### config.mk
export PLATFORM = sky130hd
export DESIGN_NAME = press_pulse_gen
export DESIGN_NICKNAME = d
export VERILOG_FILES = /design/src/rtl/press_pulse_pkg.sv /design/src/rtl/sync_2ff.sv /design/src/rtl/press_pulse_gen.sv
export SDC_FILE = /design/constraint.sdc
export NUM_CORES = 1
export LEC_CHECK = 0
export BUFFER_PORTS_ARGS = -buffer_cell sky130_fd_sc_hd__buf_4
export CAP_MARGIN = 20
export CELL_PAD_IN_SITES_DETAIL_PLACEMENT = 1
export CELL_PAD_IN_SITES_GLOBAL_PLACEMENT = 1
export CORE_AREA = 2 2 39 41
export CTS_BUF_LIST = sky130_fd_sc_hd__clkbuf_16
export DETAILED_ROUTE_END_ITERATION = 10
export DIE_AREA = 0 0 41 43
export HOLD_SLACK_MARGIN = 0.03
export PLACE_DENSITY = 0.6
export SKIP_LAST_GASP = 1
export SYNTH_ARGS = -nofsm -noshare
export SYNTH_HDL_FRONTEND = slang
export SYNTH_SLANG_ARGS = --single-unit
### constraint.sdc
create_clock -name clock -period 1.79 [get_ports clock]
set_input_delay 0.179 -clock clock [delete_from_list [all_inputs] [get_ports clock]]
set_output_delay 0.179 -clock clock [all_outputs]
set_load 0.01 [all_outputs]
### src/rtl/press_pulse_pkg.sv
// Shared types and defaults for the push-button conditioning path.
package press_pulse_pkg;

  localparam int unsigned PP_STABLE_CYCLES_DEF = 4;
  localparam int unsigned PP_REPEAT_CYCLES_DEF = 16;

  localparam logic [1:0] S_LOW_ENC      = 2'b00;
  localparam logic [1:0] S_RISE_CHK_ENC = 2'b01;
  localparam logic [1:0] S_HIGH_ENC     = 2'b10;
  localparam logic [1:0] S_FALL_CHK_ENC = 2'b11;

  typedef enum logic [1:0] {
    S_LOW      = S_LOW_ENC,
    S_RISE_CHK = S_RISE_CHK_ENC,
    S_HIGH     = S_HIGH_ENC,
    S_FALL_CHK = S_FALL_CHK_ENC
  } pp_state_t;

endpackage

### src/rtl/sync_2ff.sv
// Two-flop synchronizer for a single asynchronous bit; synchronous active-high reset to 0.
module sync_2ff (
  input  logic clock,
  input  logic reset,
  input  logic d,
  output logic q
);

  logic s1_q;

  always_ff @(posedge clock) begin
    if (reset) begin
      s1_q <= 1'b0;
      q    <= 1'b0;
    end else begin
      s1_q <= d;
      q    <= s1_q;
    end
  end

endmodule

### src/rtl/press_pulse_gen.sv
// Synchronize, debounce and edge-detect a bouncy button into a one-cycle count-enable.
// Optional auto-repeat while held: define PRESS_PULSE_AUTO_REPEAT_EN.
module press_pulse_gen
  import press_pulse_pkg::*;
#(
  parameter int unsigned STABLE_CYCLES = PP_STABLE_CYCLES_DEF,
  parameter int unsigned REPEAT_CYCLES = PP_REPEAT_CYCLES_DEF
) (
  input  logic       clock,
  input  logic       reset,
  input  logic       btn_in,
  output logic       pulse_out,
  output logic       level_out,
  output logic [1:0] state_out
);

  localparam int unsigned CNT_W = $clog2(STABLE_CYCLES + 1);
  localparam logic [CNT_W-1:0] CntMax = CNT_W'(STABLE_CYCLES - 1);

  if (STABLE_CYCLES == 0 || REPEAT_CYCLES < 2) begin : g_param_check
    $error("press_pulse_gen: STABLE_CYCLES must be >= 1 and REPEAT_CYCLES >= 2");
  end

  logic             s_q;
  pp_state_t        state_q, state_d;
  logic [CNT_W-1:0] cnt_q, cnt_d;
  logic             level_d;
  logic             pulse_d;
  logic             rpt_fire;

  sync_2ff u_sync (
    .clock (clock),
    .reset (reset),
    .d     (btn_in),
    .q     (s_q)
  );

  always_comb begin
    state_d = state_q;
    cnt_d   = cnt_q;
    level_d = level_out;
    pulse_d = 1'b0;
    unique case (state_q)
      S_LOW: begin
        if (s_q) begin
          state_d = S_RISE_CHK;
          cnt_d   = '0;
        end
      end
      S_RISE_CHK: begin
        if (!s_q) begin
          state_d = S_LOW;
        end else if (cnt_q == CntMax) begin
          state_d = S_HIGH;
          level_d = 1'b1;
          pulse_d = 1'b1;
        end else begin
          cnt_d = cnt_q + CNT_W'(1);
        end
      end
      S_HIGH: begin
        if (!s_q) begin
          state_d = S_FALL_CHK;
          cnt_d   = '0;
        end
      end
      S_FALL_CHK: begin
        if (s_q) begin
          state_d = S_HIGH;
        end else if (cnt_q == CntMax) begin
          state_d = S_LOW;
          level_d = 1'b0;
        end else begin
          cnt_d = cnt_q + CNT_W'(1);
        end
      end
      default: state_d = S_LOW;
    endcase
  end

`ifdef PRESS_PULSE_AUTO_REPEAT_EN
  localparam int unsigned RPT_W = $clog2(REPEAT_CYCLES);
  localparam logic [RPT_W-1:0] RptMax = RPT_W'(REPEAT_CYCLES - 1);

  logic [RPT_W-1:0] rpt_q, rpt_d;

  // Period holds through S_FALL_CHK so release bounce does not restart it.
  always_comb begin
    rpt_d    = rpt_q;
    rpt_fire = 1'b0;
    unique case (state_q)
      S_LOW, S_RISE_CHK: rpt_d = '0;
      S_HIGH: begin
        if (rpt_q == RptMax) begin
          rpt_fire = 1'b1;
          rpt_d    = '0;
        end else begin
          rpt_d = rpt_q + RPT_W'(1);
        end
      end
      default: rpt_d = rpt_q;
    endcase
  end

  always_ff @(posedge clock) begin
    if (reset) begin
      rpt_q <= '0;
    end else begin
      rpt_q <= rpt_d;
    end
  end
`else
  assign rpt_fire = 1'b0;
`endif

  always_ff @(posedge clock) begin
    if (reset) begin
      state_q   <= S_LOW;
      cnt_q     <= '0;
      level_out <= 1'b0;
      pulse_out <= 1'b0;
    end else begin
      state_q   <= state_d;
      cnt_q     <= cnt_d;
      level_out <= level_d;
      pulse_out <= pulse_d | rpt_fire;
    end
  end

  assign state_out = state_q;

endmodule

Word-level counts from Yosys, hierarchy flattened
Index checks and enable logic that the tools add are counted.

Bitwise gates (word level): 2. Multiplexer cells: 19. Reduce and logical (&&, ||, !) cells: 6. $add $sub $neg: 1. Equal/unequal tests: 12.

Operators by type and width (count): $mux 3 (5); $mux 2 (6); $pmux 3 s4 (1); $ne 2x2->1 const B (4); $pmux 2 s4 (1); $reduce_and 4->1 (2); $mux 1 (5); $reduce_and 5->1 (1); $eq 2x2->1 const B (2); $ne 2x1->1 const B (2); $add 3x1->3 const B (1); $eq 3x2->1 const B (1); $ne 3x2->1 const B (1); $ne 3x3->1 const B (1); $reduce_or 3->1 (1); $eq 2x1->1 const B (1); $logic_not 2->1 (1); $not 1->1 (2); $pmux 1 s2 (1); $reduce_bool 2->1 (1).

Output and inout port bits: 4. Bits in registers: 9. Bits of input ports: 3.

Depth between registers and ports, before layout
Depth after elaboration: 4. Depth in mapped cells: 5. Gate-level depth less buffers: 5.

Hierarchy
A second synthesis with hierarchy kept.

Cells, all modules: 36. Area total of the unflattened synthesis: 349.1 µm².

Modules (own cells, without submodules): press_pulse_gen (area an instance 296.5 µm², times used 1, sequential area each 140.1 µm², cells each 32); sync_2ff (area an instance 52.6 µm², times used 1, sequential area each 40.0 µm², cells each 4).

Worst setup path after synthesis
OpenSTA, ideal clock, no wires.

Path kind: register to register. Start point: register cnt_q[0]. End point: register state_q[0], in the netlist state_out[0]. Arrival time: 1.162 ns. Slack: 0.548 ns. Cell stages (with the launch flop): 5. Period minus slack after synthesis: 1.242 ns. Required time: 1.711 ns. Path through: dfxtp_1 > ha_1 > ha_1 > mux2_4 > a211oi_2.

Cells in the longest elaborated chain, start to end: 3. Elaborated cells between the ends (all ways): 4. Those cells by class: eq/ne: 3; reduce/logical: 1.

RTL lines: from (decl) (RTL line press_pulse_gen.sv:26) `logic [CNT_W-1:0] cnt_q, cnt_d;`; from (signal assigned) (RTL line press_pulse_gen.sv:124) `cnt_q <= cnt_d;`; $eq 3x2->1 * (RTL line press_pulse_gen.sv:53, press_pulse_gen.sv:70); $ne 3x3->1 (no line) / $ne 3x2->1 (equally long branches); $reduce_and 4->1 (no line) *; to (signal assigned) (RTL line press_pulse_gen.sv:123) `state_q <= state_d;`; to (decl) (RTL line press_pulse_gen.sv:25) `pp_state_t state_q, state_d;`.

Every way passes the cells marked *; elsewhere a longest branch is shown, timed or not. A chain may end at the register's enable or synchronous reset.

Final worst setup path
Start point: register cnt_q[0]. End point: register cnt_q[1].

Cells in the longest elaborated chain, start to end: 4. Elaborated cells between the ends (all ways): 6. Those cells by class: add/sub: 1; eq/ne: 1; mux: 4.

RTL lines: $add 3x1->3 / $eq 3x2->1 (equally long branches); $mux 3 * (RTL line press_pulse_gen.sv:53, press_pulse_gen.sv:70); $mux 3, on equally long branches (RTL line press_pulse_gen.sv:68, press_pulse_gen.sv:51); $pmux 3 s4 * (RTL line press_pulse_gen.sv:43) `unique case (state_q)`.

Every way passes the cells marked *; elsewhere a longest branch is shown, timed or not. The select of a mux whose other input is x is not followed.

==> impl_results.md <==
- RSZ-0062 raised after global routing: no
- Static Leak: 0.210 nW
- Htree depth: 1
- M2 GR Usage: between 10% and 20%
- Worst Path Arrival: around 1.5 ns
- Critical Path Start: cnt_q[0]$_SDFFE_PP0P_
- Post-Syn Instances: 42
- Synth Register Bits: 9
- Antenna Nets Post-Route: 0
- Gr busiest metal: met2
- Status: complete, no violations
- Worst rel slew slack: 72.6%
- Endpoint type of the worst setup path: flop
- Crit-path cells: ha_1 -> ha_1 -> and2_1 -> o21ai_0 -> a21oi_1
- Met3 GRT Util: 8.38%
- Remaining DRCs: 0
- Setup bufs post-CTS: 0
- Worst-path clk slew: 0.04 ns
- Core Footprint: approximately 1400 um2
- First-pass GRT wire length: 1580 um
- Cell mode on critical path: ha_1
- Synthesis-to-layout area growth: 30.1%
- Most common cell after layout, fill and taps aside: dfxtp_1
- Clk root buf: clkbuf_16
- Yosys warning count: 0
- Register area: 180 um2
- Final Util: around two fifths
- Vias in the first global route: around 370
- Achievable Freq: 723 MHz
- Slowest stage delay, CP: 0.31 ns
- Hold Vio Cnt, Final: 0
- Power Total: about 0.00062 W
- TritonCTS clock tree: done
- Total negative slack: 0 ns
- CP delay by family, top: adder cells
- Remaining Overflow, GRT: 0
- Die area: 1760 um2
- Nature of the critical path startpoint: flop
- Largest net degree at the start of global routing: 10
- ANT cells: 0
- Routed wire length per instance: 13.5 um
- TritonCTS Buffers: 3
- Multi-input gate area: between 200 and 250 um2
- Yosys cell types: 21
- Detailed-route via count: 331
- Drt pass-1 iters: 4
- Post-synthesis instance area: 412 um2
- Input/output buffers: 6
- I/O pins: 7
- Longest Clk Path Bufs: 2
- Hold Buf Count CTS: 0
- Min Tclk post-route: 1.38 ns
- Most frequent cells in the layout: 9 x dfxtp_1, 6 x buf_4, 5 x a21oi_1
- HP Start: btn_in
- Crit path buffers/inverters: 0
- Worst Max-Slew Pin Slew: 0.408 ns
- Row count: 14
- Die H: around 43 um
- Routability Congestion: 0.828
- Vias per inst: 5.09
- Pwr/cell area: 1160 nW/um2
- Setup CP Type: reg -> reg
- Worst-path fanout max: 4
- CTS Sinks: 9
- Final net count: 56
- Mapped Nets: 48
- Clock Skews: a little over 0.001 ns
- Worst flop-to-flop path startpoint: cnt_q[0]$_SDFFE_PP0P_
- Post-synthesis sequential area ratio: 43.8%
- Worst min path class: in -> reg
- GR Util met1: 15.5%
- Max-slew violations: 0
- Initial antenna violation count: 0
- Total GRT Usage: 14.4%
- Final period util: 77.2%
- 1st-iter DRT viols: 12
- Worst skew pair latency: 0.24 ns
- DP Wirelength: 645 um
- Worst vdd ir: 0.000832 V
- Max-cap violations: 0
- Fill count: 159
- DIE WIDTH: 41 um
- Initial core utilization: 29.7%
- Critical Path RT: 1.90 ns
- Share of cells above drive strength 1: 24.5%
- Critical path's slowest cell: dfxtp_1
- Syn_area_per_cell: 9.80 um2
- Routed WL: 877 um
- Resize count post-CTS: 0
- Final setup violation count: 0
final timing paths:
kind | depth (start not counted) | slack (ns) | endpoint
max reg2reg | 5 | 0.41 | cnt_q[1]$_SDFFE_PP0P_
max | 5 | 0.41 | cnt_q[1]$_SDFFE_PP0P_
min | 2 | 0.16 | u_sync.s1_q$_SDFF_PP0_
min reg2reg | 1 | 0.46 | u_sync.q$_SDFF_PP0_
area by class of cell:
type | instances | area share, %
inverter | 1 | 0.701
tap | 16 | 3.74
multi-input combinational | 29 | 38.8
clock inverter | 1 | 0.701
timing repair buffer | 6 | 8.41
clock buffer | 3 | 14.0
sequential | 9 | 33.6
worst reg2reg max path, stage by stage, from the launching register on:
cell and delay, ns:
dfxtp_1 0.31, ha_1 0.22, ha_1 0.23, and2_1 0.21, o21ai_0 0.19, a21oi_1 0.10
metrics by stage:
step | hold WS (ns) | setup slack (ns) | instance area (um2) | std cells
after CTS | 0.158 | 0.415 | 536 | 65
after global routing | 0.183 | 0.306 | 536 | 65
final | 0.159 | 0.407 | 536 | 65
after global placement | 0.396 | 0.492 | 457 | 61
after floorplan | 0.307 | 0.548 | 412 | 42
after detailed placement | 0.401 | 0.421 | 457 | 61
logic make-up after synthesis:
family | Yosys count | share of synthesized area [%]
flip-flops | 9 | 43.8
multiplexers | 1 | 3.65
adder cells (fa/ha/maj) | 3 | 9.12
AO/OA/AOI/OAI | 12 | 16.7
XOR/XNOR | 2 | 4.26
buffers and inverters | 4 | 5.77
AND/OR/NAND/NOR | 11 | 16.7
cells in the mapped netlist, drive strengths merged:
cell / n / area (um2)
a211oi: 1 / 12.5
nor2b: 2 / 12.5
o21ai: 5 / 25.0
a21oi: 5 / 25.0
dfxtp: 9 / 180
xor2: 1 / 8.76
mux2: 1 / 15.0
and2: 1 / 6.26
or2: 1 / 6.26
nand4: 1 / 6.26
ha: 3 / 37.5
inv: 1 / 3.75
nand4b: 2 / 17.5
xnor2: 1 / 8.76
a31oi: 1 / 6.26
nor4b: 1 / 8.76
buf: 2 / 16.3
clkbuf: 1 / 3.75
nand2: 3 / 11.3
power breakdown:
part | leakage [nW] | switching [W] | internal (W)
combinational | 0.0944 | 0.00000998 | 0.0000117
clock | 0.0423 | 0.0000976 | 0.000292
sequential | 0.0731 | 0.00000504 | 0.000207
total | 0.210 | 0.000113 | 0.000510
layer usage:
layer  wire length [um]  up-vias
met5                  0        -
met4                 25        0
met3                 47        2
met2                447        8
met1                357      160
li1                   -      161
No activity file was read; power rests on OpenSTA's default activity.
